<file path="src/rtl/fifo_rd_ctrl.sv">
// Read-side controller of the async FIFO: owns the read pointer, derives empty from the
// synchronised Gray write pointer and drains fifo_mem into a 2-entry valid/ready output buffer.
module fifo_rd_ctrl #(
    parameter int DEPTH      = 8,
    parameter int DATA_WIDTH = 8,
    parameter int PTR_WIDTH  = 3
) (
    input  logic                  rclk,
    input  logic                  rrst,
    input  logic [PTR_WIDTH:0]    g_wptr_sync,
    input  logic [DATA_WIDTH-1:0] mem_rdata,
    output logic                  r_en,
    output logic [PTR_WIDTH:0]    b_rptr,
    output logic [PTR_WIDTH:0]    g_rptr,
    output logic                  empty,
    output logic [PTR_WIDTH:0]    fill_level,
    output logic [DATA_WIDTH-1:0] dout,
    output logic                  dout_valid,
    input  logic                  dout_ready
);

    logic [PTR_WIDTH:0]    b_rptr_q, b_rptr_d;
    logic [PTR_WIDTH:0]    g_rptr_q, g_rptr_d;
    logic [PTR_WIDTH:0]    wptr_bin;
    logic                  empty_q, empty_d;
    logic                  pend_q;
    logic [1:0]            occ_q, occ_d;
    logic [1:0]            slot;
    logic [2:0]            committed;
    logic [DATA_WIDTH-1:0] head_q, head_d;
    logic [DATA_WIDTH-1:0] skid_q, skid_d;
    logic                  pop;
    logic                  rd_en;

    // Stream handshake: a word transfers on any rclk edge where dout_valid and dout_ready
    // are both high; dout_valid never drops and dout never changes while waiting for ready.
    assign pop = (occ_q != 2'd0) && dout_ready;

    // Words already owned by the buffer (stored or in flight) after this cycle's pop.
    assign committed = {1'b0, occ_q} + {2'b00, pend_q} - {2'b00, pop};
    assign rd_en     = !empty_q && !rrst && (committed <= 3'd1);

    always_comb begin
        b_rptr_d = b_rptr_q + {{PTR_WIDTH{1'b0}}, rd_en};
        g_rptr_d = b_rptr_d ^ (b_rptr_d >> 1);
        empty_d  = (g_rptr_d == g_wptr_sync);
    end

    always_comb begin
        wptr_bin = '0;
        for (int i = 0; i <= PTR_WIDTH; i++) begin
            wptr_bin[i] = ^(g_wptr_sync >> i);
        end
    end

    // A returning word lands in the first free slot after this cycle's pop.
    always_comb begin
        occ_d  = occ_q + {1'b0, pend_q} - {1'b0, pop};
        slot   = occ_q - {1'b0, pop};
        head_d = head_q;
        skid_d = skid_q;
        if (pop && (occ_q == 2'd2)) begin
            head_d = skid_q;
        end
        if (pend_q) begin
            if (slot == 2'd0) begin
                head_d = mem_rdata;
            end else begin
                skid_d = mem_rdata;
            end
        end
    end

    always_ff @(posedge rclk) begin
        if (rrst) begin
            b_rptr_q <= '0;
            g_rptr_q <= '0;
            empty_q  <= 1'b1;
            pend_q   <= 1'b0;
            occ_q    <= 2'd0;
            head_q   <= '0;
            skid_q   <= '0;
        end else begin
            b_rptr_q <= b_rptr_d;
            g_rptr_q <= g_rptr_d;
            empty_q  <= empty_d;
            pend_q   <= rd_en;
            occ_q    <= occ_d;
            head_q   <= head_d;
            skid_q   <= skid_d;
        end
    end

    assign r_en       = rd_en;
    assign b_rptr     = b_rptr_q;
    assign g_rptr     = g_rptr_q;
    assign empty      = empty_q;
    assign fill_level = wptr_bin - b_rptr_q;
    assign dout       = head_q;
    assign dout_valid = (occ_q != 2'd0);

endmodule

</file>
<file path="config.mk">
export PLATFORM = sky130hd
export DESIGN_NAME = fifo_rd_ctrl
export DESIGN_NICKNAME = d
export VERILOG_FILES = /design/src/rtl/fifo_rd_ctrl.sv
export SDC_FILE = /design/constraint.sdc
export NUM_CORES = 1
export LEC_CHECK = 0
export ABC_AREA = 1
export BUFFER_PORTS_ARGS = -buffer_cell sky130_fd_sc_hd__buf_2
export CAP_MARGIN = 20
export CORE_UTILIZATION = 52
export DETAILED_ROUTE_END_ITERATION = 7
export GPL_TIMING_DRIVEN = 0
export MAX_ROUTING_LAYER = met4
export PLACE_DENSITY = 0.77
export SLEW_MARGIN = 10
export SYNTH_ARGS = -nofsm -noshare
export SYNTH_HDL_FRONTEND = slang
export SYNTH_SLANG_ARGS = --single-unit
</file>
<file path="constraint.sdc">
create_clock -name rclk -period 3.9 [get_ports rclk]
set_clock_uncertainty 0.15 [all_clocks]
set_input_delay 0.585 -clock rclk [delete_from_list [all_inputs] [get_ports rclk]]
set_output_delay 0.585 -clock rclk [all_outputs]
set_load 0.01 [all_outputs]
</file>
; ---- Yosys cells after proc, flatten, opt, wreduce, memory -nomap -nowiden
; Index checks and enable logic that the tools add are counted.
[classes]
magnitude_cmp = 1
reduce_logical = 13
addsub = 7
bitwise_logic = 2
n_mux = 3
eq_ne = 2
[op_table]
columns = operator, count
row1 = $mux W8, 3
row2 = $reduce_xor A4 Y1, 4
row3 = $add A4 B1 Y4, 1
row4 = $eq A4 B4 Y1, 1
row5 = $logic_and A1 B1 Y1, 4
row6 = $sub A2 B1 Y2, 2
row7 = $sub A4 B4 Y4, 1
row8 = $xor A4 B3 Y4, 1
row9 = $add A2 B1 Y3, 1
row10 = $le A3 B1 Y1 const B, 1
row11 = $sub A3 B1 Y3, 1
row12 = $add A2 B1 Y2, 1
row13 = $eq A2 B2 Y1 const B, 1
row14 = $logic_not A1 Y1, 2
row15 = $logic_not A2 Y1, 1
row16 = $reduce_and A2 Y1, 1
row17 = $reduce_bool A2 Y1, 1
row18 = $not A1 Y1, 1
[totals]
input_bits = 15
word_cells = 35
ff_bits = 28
output_inout_bits = 23

; ---- Depth between registers and ports, before layout
; Gate-level depths: netlist (run 1).
[logic_depth]
depth_word = 8
depth_mapped = 19
depth_no_buf = 18

; ---- Worst setup path before layout (run 1)
; Ideal clock, no wire load.
[synth_timing]
kind = input -> register
startpoint = input dout_ready
endpoint = register empty_q, in the netlist empty
setup_slack_ns = 0.532
setup_time_ns = 0.125
arrival_ns = 3.093
required_ns = 3.625
n_path_buf = 1
cell_stages = 17
path_cell_list = nand3_4 -> buf_6 -> nand2_1 -> ha_1 -> fa_1 -> nor4_1 -> ha_1 -> ha_1 -> inv_1 -> nand2_1 -> nand2_1 -> inv_1 -> nand3_1 -> nand2_1 -> nand2_1 -> nand3_1 -> nand2_1
[synth_via]
elab_chain_len = 7
[synth_lines]
columns = element, line_no
row1 = start: declaration, 19  ; input logic dout_ready
row2 = $logic_and A1 B1 Y1, 37  ; assign pop = (occ_q != 2'd0) && dout_ready;
row3 = $sub A3 B1 Y3, 40  ; assign committed = {1'b0, occ_q} + {2'b00, pend_q} - {2'b00, pop};
row4 = net committed[1], 29  ; logic [2:0] committed;
row5 = $le A3 B1 Y1, 41  ; assign rd_en = !empty_q && !rrst && (committed <= 3'd1);
row6 = $logic_and A1 B1 Y1, 41
row7 = net r_en, 12  ; output logic r_en,
row8 = $add A4 B1 Y4, 44  ; b_rptr_d = b_rptr_q + {{PTR_WIDTH{1'b0}}, rd_en};
row9 = $xor A4 B3 Y4, 45  ; g_rptr_d = b_rptr_d ^ (b_rptr_d >> 1);
row10 = $eq A4 B4 Y1, 46  ; empty_d = (g_rptr_d == g_wptr_sync);
row11 = end signal: assignment, 86  ; empty_q <= empty_d;
row12 = end: declaration, 25  ; logic empty_q, empty_d;
; The timed path passes the listed nets, and every way through them passes these cells.
; A chain may end at the register's enable or synchronous reset.

; ---- Worst setup path after layout (run 1)
[layout_timing]
startpoint = register occ_q[1]
endpoint = register empty_q, in the netlist empty
[layout_via]
elab_chain_len = 8
word_cells_on_any_way = 9
cone_classes = add/sub (3) / order compare (1) / eq/ne (1) / bitwise (1) / reduce/logical (3)
[layout_lines]
columns = element, line_no
row1 = start: declaration, 27  ; logic [1:0] occ_q, occ_d;
row2 = start signal: assignment, 80  ; occ_q <= 2'd0;
row3 = start signal: assignment, 88  ; occ_q <= occ_d;
row4 = branches (longest 2 deep; another with $add A2 B1 Y3), -
row5 = $sub A3 B1 Y3 (*), 40
row6 = net committed[1], 29
row7 = $le A3 B1 Y1 (*), 41
row8 = $logic_and A1 B1 Y1 (*), 41
row9 = $add A4 B1 Y4 (*), 44
row10 = $xor A4 B3 Y4 (*), 45
row11 = $eq A4 B4 Y1 (*), 46
; Mark *: on every way through the listed nets, which the timed path passes.

==> run_results.csv, run 1 <==
group,metric,value,unit
synthesis,syn_inst,192,
cells_and_area,drive_gt1_share,24.5,%
timing,grt_setup_unrepaired,"no",
setup_path,r2r_slack,0.37,ns
timing,slew_violations,0,
clock_tree,cts_buffers,3,
die,die_area,0.00302,mm²
timing,fin_crit_sh,90.6,%
run_status,status,"completed",
flow_run,cap_viol_max_count,0,
synthesis,syn_avg_cell_area,7.60,µm²
routing,drc,0,
clock_tree,cts_buffer_depth,2,
cells_and_area,final_common_cell,"buf_2",
cells_and_area,nets,258,
routing,vias,1354,
setup_path,start_kind,"flop",
routing,final_antenna_net_count,0,
die,ios,38,
synthesis,yosys_register_bits,27,
synthesis,syn_nets,216,
placed_design,hpwl,2.48,mm
clock_tree,clk_pin_slew,0.13,ns
setup_path,rr_worst_depth,18,
clock_tree,clock_latency,0.32,ns
synthesis,ys_warn_count,0,
setup_path,required,3.97,ns
timing,slew_headroom,65.3,%
grt,gr-total-overflow,0,
power_and_ir_drop,ir_drop,0.000306,V
timing,hold_viol,0,
timing,worst_slack,0.366,ns
cells_and_area,areaGrowthSynthToFinish,17.1,%
clock_tree,postCtsSetupBuffers,0,
timing,setup-tns-final,0,ns
cells_and_area,diodes,0,
synthesis,yosysSeqAreaShare,37.0,%
synthesis,ys_types,29,
placed_design,place.gp.congestion,0.905,
clock_tree,numClockSinks,27,
setup_path,arrival,3.60,ns
min_path,min_to,"pend_q",
min_path,worstHoldStart,"rrst",
routing,avgViaCountPerCell,5.15,
clock_tree,ctsHoldBuffers,0,
min_path,hold_path_depth,2,
setup_path,path_class,"reg -> reg",
power_and_ir_drop,p_leak,0.832,nW
routing,drt_iter0_drc,33,
timing,fmax,0.283,GHz
timing,finalSetupViolations,0,
placed_design,io_buffer_count,37,
grt,grt_pass1_vias,1188,
timing,fin_crit,3.53,ns
cells_and_area,fillers,227,
setup_path,worst_setup_path_end_kind,"flop",
clock_tree,cts_tree,"yes",
grt,grt_pass1_wl,4.82,mm
power_and_ir_drop,cellPowerDensity,371,mW/mm²
die,die_x,55.0,µm
synthesis,syn_area,0.00146,mm²
min_path,hold_class,"in -> reg",
routing,wirelength,3.07,mm
clock_tree,cts_root_buf,"clkbuf_4",
die,num_rows,18,
grt,grt.total_usage,23.4,%
clock_tree,ctsResizeCount,0,
placed_design,post-place-ws,0.179,ns
die,die_h,55.0,µm
setup_path,reg2reg_to,"empty",
grt,grt_max_degree,15,
routing,wire_per_inst,11.7,µm
setup_path,crit_fanout,11,
clock_tree,h-tree-depth,1,
die,core_area,0.00257,mm²
grt,antenna_found_initial,0,
routing,firstDrtPassIters,4,
setup_path,rr_startpoint,"occ_q[1]",
cells_and_area,final_cell_mix,"buf_2, nand2_1, dfxtp_1",
timing,tightest_slew,0.516,ns
die,initial_core_util,56.9,%
## through the flow
| stage | hold slack [ns] | cell area [µm²] | utilization (%) | power [mW] | instances |
|---|---|---|---|---|---|
| after floorplan | 0.274 | 1460 | - | 0.455 | 192 |
| after global placement | 0.284 | 1680 | 65.5 | 0.512 | 259 |
| after detailed placement | 0.297 | 1680 | 65.5 | 0.521 | 259 |
| after CTS | 0.271 | 1710 | 66.6 | 0.639 | 263 |
| after global routing | 0.261 | 1710 | 66.6 | 0.682 | 263 |
| final | 0.282 | 1710 | 66.6 | 0.634 | 263 |
## cells by family (layout without fill, tap and decap cells)
group                    Yosys count  in the layout  synth area share (%)
AO/OA/AOI/OAI                     32             32                  12.4
XOR/XNOR                           7              7                  4.20
adder cells (fa/ha/maj)            9              9                  8.74
buffers and inverters             33             74                  10.4
flip-flops                        27             27                  37.0
AND/OR/NAND/NOR                   84             84                  27.2
## report_power, final
group          switching, mW  leakage [nW]  internal [mW]
Clock                 0.0793        0.0150         0.0401
Sequential            0.0151         0.220          0.302
Combinational          0.115         0.597         0.0821
## synthesized netlist by cell type
cell	number	share of area, %
ha_1	7	6.0
inv_1	23	5.9
inv_2	3	0.77
nand3_4	1	1.2
a21oi_2	2	1.2
o21ai_2	2	1.2
nand4_1	5	2.1
nand3_1	11	3.8
nand4_4	1	1.5
nand2_2	1	0.43
nor4_1	2	0.86
buf_2	1	0.34
xor2_1	4	2.4
nand3b_1	1	0.51
nor2_1	23	5.9
nand2_4	1	0.77
buf_6	3	2.3
o21ai_1	11	3.8
clkbuf_1	1	0.26
fa_1	2	2.7
o21ai_0	6	2.1
buf_1	1	0.26
a31oi_1	5	2.1
xnor2_1	3	1.8
dfxtp_1	27	37
nand3_2	1	0.69
nand2_1	37	9.5
buf_4	1	0.51
a21oi_1	6	2.1
## worst max path at each step
stage | from | end | cells past startpoint | slack [ns]
floorplan | dout_ready | empty | 17 | 0.53
global placement | dout_ready | empty | 18 | 0.24
detailed placement | dout_ready | empty | 18 | 0.18
CTS | occ_q[1] | empty | 18 | 0.42
global route | occ_q[1] | empty | 18 | 0.16
finish | occ_q[1] | empty | 18 | 0.37
## sequential cells by signal (all words and copies together), names as in the netlist
signal / count
b_rptr: 4
skid_q: 8
dout: 8
empty: 1
pend_q: 1
g_rptr: 3
occ_q: 2
## cell type report
class	instances	area [µm²]	share of cell area [%]
inverter	26	97.6	5.71
timing repair buffer	37	185	10.8
multi-input combinational	132	768	44.9
tap	30	37.5	2.20
clock buffer	4	26.3	1.54
sequential	27	541	31.6
buffer	7	53.8	3.15
## worst max-delay path: stages (launching register included)
cell and delay (ns):
dfxtp_1 0.32, buf_2 0.18, nand3_4 0.14, buf_6 0.17, nand2_1 0.07, ha_1 0.19, fa_1 0.48, nor4_1 0.47
ha_1 0.29, ha_1 0.20, inv_1 0.06, nand2_1 0.10, nand2_1 0.13, inv_1 0.08, nand3_1 0.12, nand2_1 0.09
nand2_1 0.05, nand3_1 0.08, nand2_1 0.06
## per-layer routing
metal,part of all wire (%),GRT usage [%]
met1,48,27.6
met2,46,38.6
met3,4.5,6.28
met4,1.3,7.50
met5,0,-
Note: power is estimated with default switching activity, not from simulation.
==> run 2, diff against run 1 <==
- MAX_ROUTING_LAYER: met4 -> unset
==> run 2 against run 1 <==
Effect of this change: flip-flop and latch count stayed put; first-iteration DRC count up 12%; total power about the same; die area stayed put; critical endpoint unchanged; largest cell class unchanged.
==> run_results.csv, run 2 (synthesis results as in run 1) <==
group,metric,value,unit
clock_tree,cts_tree,"yes",
grt,antenna_found_initial,0,
timing,slew_headroom,68.8,%
die,ios,38,
clock_tree,clk_pin_slew,0.14,ns
cells_and_area,areaGrowthSynthToFinish,17.1,%
cells_and_area,diodes,0,
setup_path,max_stage_delay,0.48,ns
setup_path,crit_cells,18,
grt,grt_max_degree,15,
grt,gr-total-overflow,0,
clock_tree,numClockSinks,27,
setup_path,critPathCapture,"empty",
routing,avgViaCountPerCell,5.18,
min_path,hold_class,"in -> reg",
power_and_ir_drop,combPwrFrac,31.1,%
die,initial_core_util,56.9,%
cells_and_area,nets,258,
setup_path,worst_setup_path_end_kind,"flop",
grt,grt_pass1_vias,1191,
setup_path,rr_worst_depth,18,
die,num_rows,18,
setup_path,reg2reg_to,"empty",
die,die_x,55.0,µm
clock_tree,h-tree-depth,1,
clock_tree,cts_root_buf,"clkbuf_4",
routing,drt_iter0_drc,37,
clock_tree,clock_latency,0.32,ns
power_and_ir_drop,ir_drop,0.000307,V
setup_path,crit_path_start,"occ_q[1]",
setup_path,r2r_slack,0.42,ns
timing,setup-tns-final,0,ns
cells_and_area,final_common_cell,"buf_2",
flow_run,cap_viol_max_count,0,
clock_tree,cts_buffer_depth,2,
cells_and_area,final_cell_mix,"buf_2, nand2_1, dfxtp_1",
routing,firstDrtPassIters,4,
setup_path,crit_fanout,11,
power_and_ir_drop,cellPowerDensity,372,mW/mm²
die,die_h,55.0,µm
cells_and_area,finish.utilization,66.6,%
power_and_ir_drop,p_sw_share,33.1,%
die,die_area,0.00302,mm²
placed_design,place.gp.congestion,0.890,
placed_design,dp_cells,259,
timing,fmax,0.287,GHz
setup_path,start_kind,"flop",
setup_path,crit_family,"simple AND/OR/NAND/NOR gates",
power_and_ir_drop,p_int,425,µW
timing,tightest_slew,0.464,ns
grt,grt_pass1_wl,4.82,mm
timing,fin_crit_sh,89.3,%
cells_and_area,drive_gt1_share,24.5,%
grt,grt.total_usage,22.7,%
clock_tree,ctsHoldBuffers,0,
setup_path,path_cells,"buf_2, nand3_4, buf_6, nand2_1, ha_1, fa_1, nor4_1, ha_1, ha_1, inv_1, nand2_1, nand2_1, inv_1, nand3_1, nand2_1, nand2_1, nand3_1, nand2_1",
routing,vias,1362,
clock_tree,postCtsSetupBuffers,0,
routing,final_antenna_net_count,0,
cells_and_area,finalNonFillerCells,263,
routing,wirelength,3.09,mm
setup_path,path_class,"reg -> reg",
clock_tree,ctsResizeCount,0,
setup_path,rr_startpoint,"occ_q[1]",
power_and_ir_drop,p_leak,0.832,nW
power_and_ir_drop,p_sw,210,µW
setup_path,arrival,3.55,ns
run_status,status,"completed",
cells_and_area,fillers,227,
clock_tree,cts_buffers,3,
setup_path,crit_slowest_cell,"fa_1",
timing,finalSetupViolations,0,
routing,drc,0,
placed_design,hpwl,2.48,mm
power_and_ir_drop,p_seq_share,50.0,%
placed_design,io_buffer_count,37,
setup_path,critPathMostFrequentCell,"nand2_1",
timing,fin_crit,3.48,ns
timing,hold_viol,0,
setup_path,required,3.97,ns
timing,grt_setup_unrepaired,"no",
timing,slew_violations,0,
power_and_ir_drop,power.share.clock,18.9,%
die,core_area,0.00257,mm²
setup_path,crit_buf_inv,4,
routing,wire_per_inst,11.7,µm
## run 2: layout make-up
cell class	instances	area [µm²]	share of cell area, %
multi-input cells	132	768	44.9
flip-flops and latches	27	541	31.6
repair buffers	37	185	10.8
inverters	26	97.6	5.71
plain buffers	7	53.8	3.15
well taps	30	37.5	2.20
clock buffers	4	26.3	1.54
## run 2: worst reg2reg max path, delay by kind of cell (launching register included)
kind                       cells  cell delay [ns]
DFF                            1             0.32
and+or+nand+nor               10             1.28
adders and majority gates      4             1.15
buffers and inverters          4             0.49
## run 2: per-stage QoR
stage | setup WS (ns) | hold slack [ns] | area [µm²] | total power [mW]
final | 0.419 | 0.282 | 1710 | 0.635
after CTS | 0.416 | 0.271 | 1710 | 0.639
after detailed placement | 0.179 | 0.297 | 1680 | 0.521
after floorplan | 0.532 | 0.274 | 1460 | 0.455
after global routing | 0.159 | 0.261 | 1710 | 0.682
after global placement | 0.236 | 0.284 | 1680 | 0.512
## run 2: power groups by stage
stage / combinational, mW / sequential (mW) / clock, mW
2_1_floorplan: 0.124 / 0.331 / 0
3_3_place_gp: 0.190 / 0.322 / 0
3_5_place_dp: 0.197 / 0.324 / 0
4_1_cts: 0.198 / 0.318 / 0.123
5_1_grt: 0.227 / 0.321 / 0.134
6_report: 0.197 / 0.318 / 0.120
## run 2: worst min path at each step
stage | startpoint | cells after the start | endpoint
final | rrst | 2 | pend_q
after CTS | rrst | 2 | pend_q
after global routing | rrst | 2 | pend_q
after detailed placement | skid_q[6] | 2 | skid_q[6]
after global placement | skid_q[6] | 2 | skid_q[6]
after floorplan | skid_q[6] | 2 | skid_q[6]
## run 2: layer usage
layer	part of all wire, %	wire length (µm)	vias to the layer above	track usage (%)
li1	-	-	702	-
met1	47	1450	611	26.9
met2	47	1440	43	38.8
met3	5.2	160	6	6.83
met4	1.2	36	0	7.50
met5	0	0	-	0
==> run 3, diff against run 2 <==
- CORE_MARGIN: unset -> 10
- REMOVE_ABC_BUFFERS: unset -> 1
==> run 3 against run 2 <==
Effect of this change: final cell count down 2.3%; clock power about the same; first-iteration DRC count up 46%; flip-flop and latch count unchanged; worst setup slack better by 0.043 ns; non-clock buffer count down 7; sequential share of layout area up 0.98 points; critical path type unchanged; highest routed layer unchanged.
==> run_results.csv, run 3 (synthesis results as in run 1) <==
group,metric,value,unit
grt,grt_pass1_wl,5.39,mm
run_status,status,"completed",
setup_path,path_class,"reg -> reg",
clock_tree,numClockSinks,27,
clock_tree,cts_root_buf,"clkbuf_4",
timing,finalSetupViolations,0,
routing,final_antenna_net_count,0,
placed_design,dp_cells,253,
timing,fmax,0.291,GHz
timing,grt_setup_unrepaired,"no",
cells_and_area,diodes,0,
cells_and_area,drive_gt1_share,23.5,%
clock_tree,clock_latency,0.33,ns
grt,antenna_found_initial,0,
clock_tree,cts_tree,"yes",
routing,vias,1279,
cells_and_area,final_cell_mix,"nand2_1, buf_2, dfxtp_1",
timing,slew_violations,0,
routing,avgViaCountPerCell,4.98,
grt,grt_max_degree,18,
die,die_x,73.0,µm
setup_path,required,4.02,ns
die,initial_core_util,53.9,%
timing,fin_crit_sh,88.2,%
setup_path,crit_slowest_cell,"dfxtp_1",
setup_path,crit_family,"simple AND/OR/NAND/NOR gates",
setup_path,crit_buf_inv,1,
setup_path,crit_fanout,16,
placed_design,hpwl,2.49,mm
min_path,hold_class,"reg -> reg",
grt,grt.total_usage,12.1,%
routing,firstDrtPassIters,4,
setup_path,path_cells,"nand3_4, nand2_1, ha_1, fa_1, nor4_1, ha_1, ha_1, inv_1, nand2_1, nand2_1, nand2_1, nand2_1, nand2_1, nor2_1, nand3_1, nand2_1",
die,num_rows,19,
clock_tree,cts_buffers,3,
grt,grt_pass1_vias,1299,
cells_and_area,areaGrowthSynthToFinish,13.5,%
cells_and_area,nets,251,
die,core_area,0.00271,mm²
cells_and_area,finalNonFillerCells,257,
timing,worst_slack,0.462,ns
timing,slew_headroom,69.1,%
die,ios,38,
clock_tree,ctsHoldBuffers,0,
die,die_h,73.0,µm
power_and_ir_drop,p_leak,0.804,nW
clock_tree,postCtsSetupBuffers,0,
placed_design,post-place-ws,0.307,ns
power_and_ir_drop,cellPowerDensity,378,mW/mm²
clock_tree,ctsResizeCount,0,
placed_design,io_buffer_count,37,
die,die_area,0.00533,mm²
setup_path,max_stage_delay,0.57,ns
timing,setup-tns-final,0,ns
setup_path,start_kind,"flop",
timing,fin_crit,3.44,ns
routing,wirelength,3.14,mm
timing,hold_viol,0,
flow_run,cap_viol_max_count,0,
routing,wire_per_inst,12.2,µm
clock_tree,clk_pin_slew,0.15,ns
routing,drt_iter0_drc,54,
power_and_ir_drop,totalPowerFinal,627,µW
clock_tree,h-tree-depth,1,
grt,gr-total-overflow,0,
timing,tightest_slew,0.463,ns
routing,drc,0,
setup_path,critPathMostFrequentCell,"nand2_1",
setup_path,arrival,3.56,ns
clock_tree,cts_buffer_depth,2,
setup_path,worst_setup_path_end_kind,"flop",
cells_and_area,finish.utilization,61.2,%
placed_design,place.gp.congestion,0.835,
power_and_ir_drop,ir_drop,0.000378,V
run 3: metrics by stage:
| step | area, µm² | hold slack, ns |
|---|---|---|
| floorplan | 1410 | 0.276 |
| global placement | 1630 | 0.295 |
| detailed placement | 1630 | 0.304 |
| CTS | 1660 | 0.319 |
| global route | 1660 | 0.340 |
| finish | 1660 | 0.311 |
run 3: per-layer routing:
layer / global-route usage, % / part of all wire (%)
met4: 1.90 / 0.41
met1: 13.3 / 45
met5: 0 / 0
met2: 21.4 / 49
met3: 4.76 / 5.3
run 3: worst paths after layout:
path	start	end	slack, ns	cells after the start
setup / recovery	occ_q[1]	empty	0.46	16
hold / removal	empty	pend_q	0.31	1
setup reg to reg	occ_q[1]	empty	0.46	16
hold reg to reg	empty	pend_q	0.31	1
run 3: area by class of cell:
class,count,area [µm²]
clock inverter,1,5.00
sequential,27,541
inverter,26,97.6
timing repair buffer,37,185
multi-input combinational,132,768
tap,31,38.8
clock buffer,3,22.5
fill,254,1050
run 3: power breakdown:
group          total, mW  leakage, nW  internal (mW)  switching (mW)
clock              0.121       0.0177         0.0385          0.0823
sequential         0.319        0.220          0.302          0.0169
combinational      0.187        0.566         0.0764           0.111
total              0.627        0.804          0.417           0.210
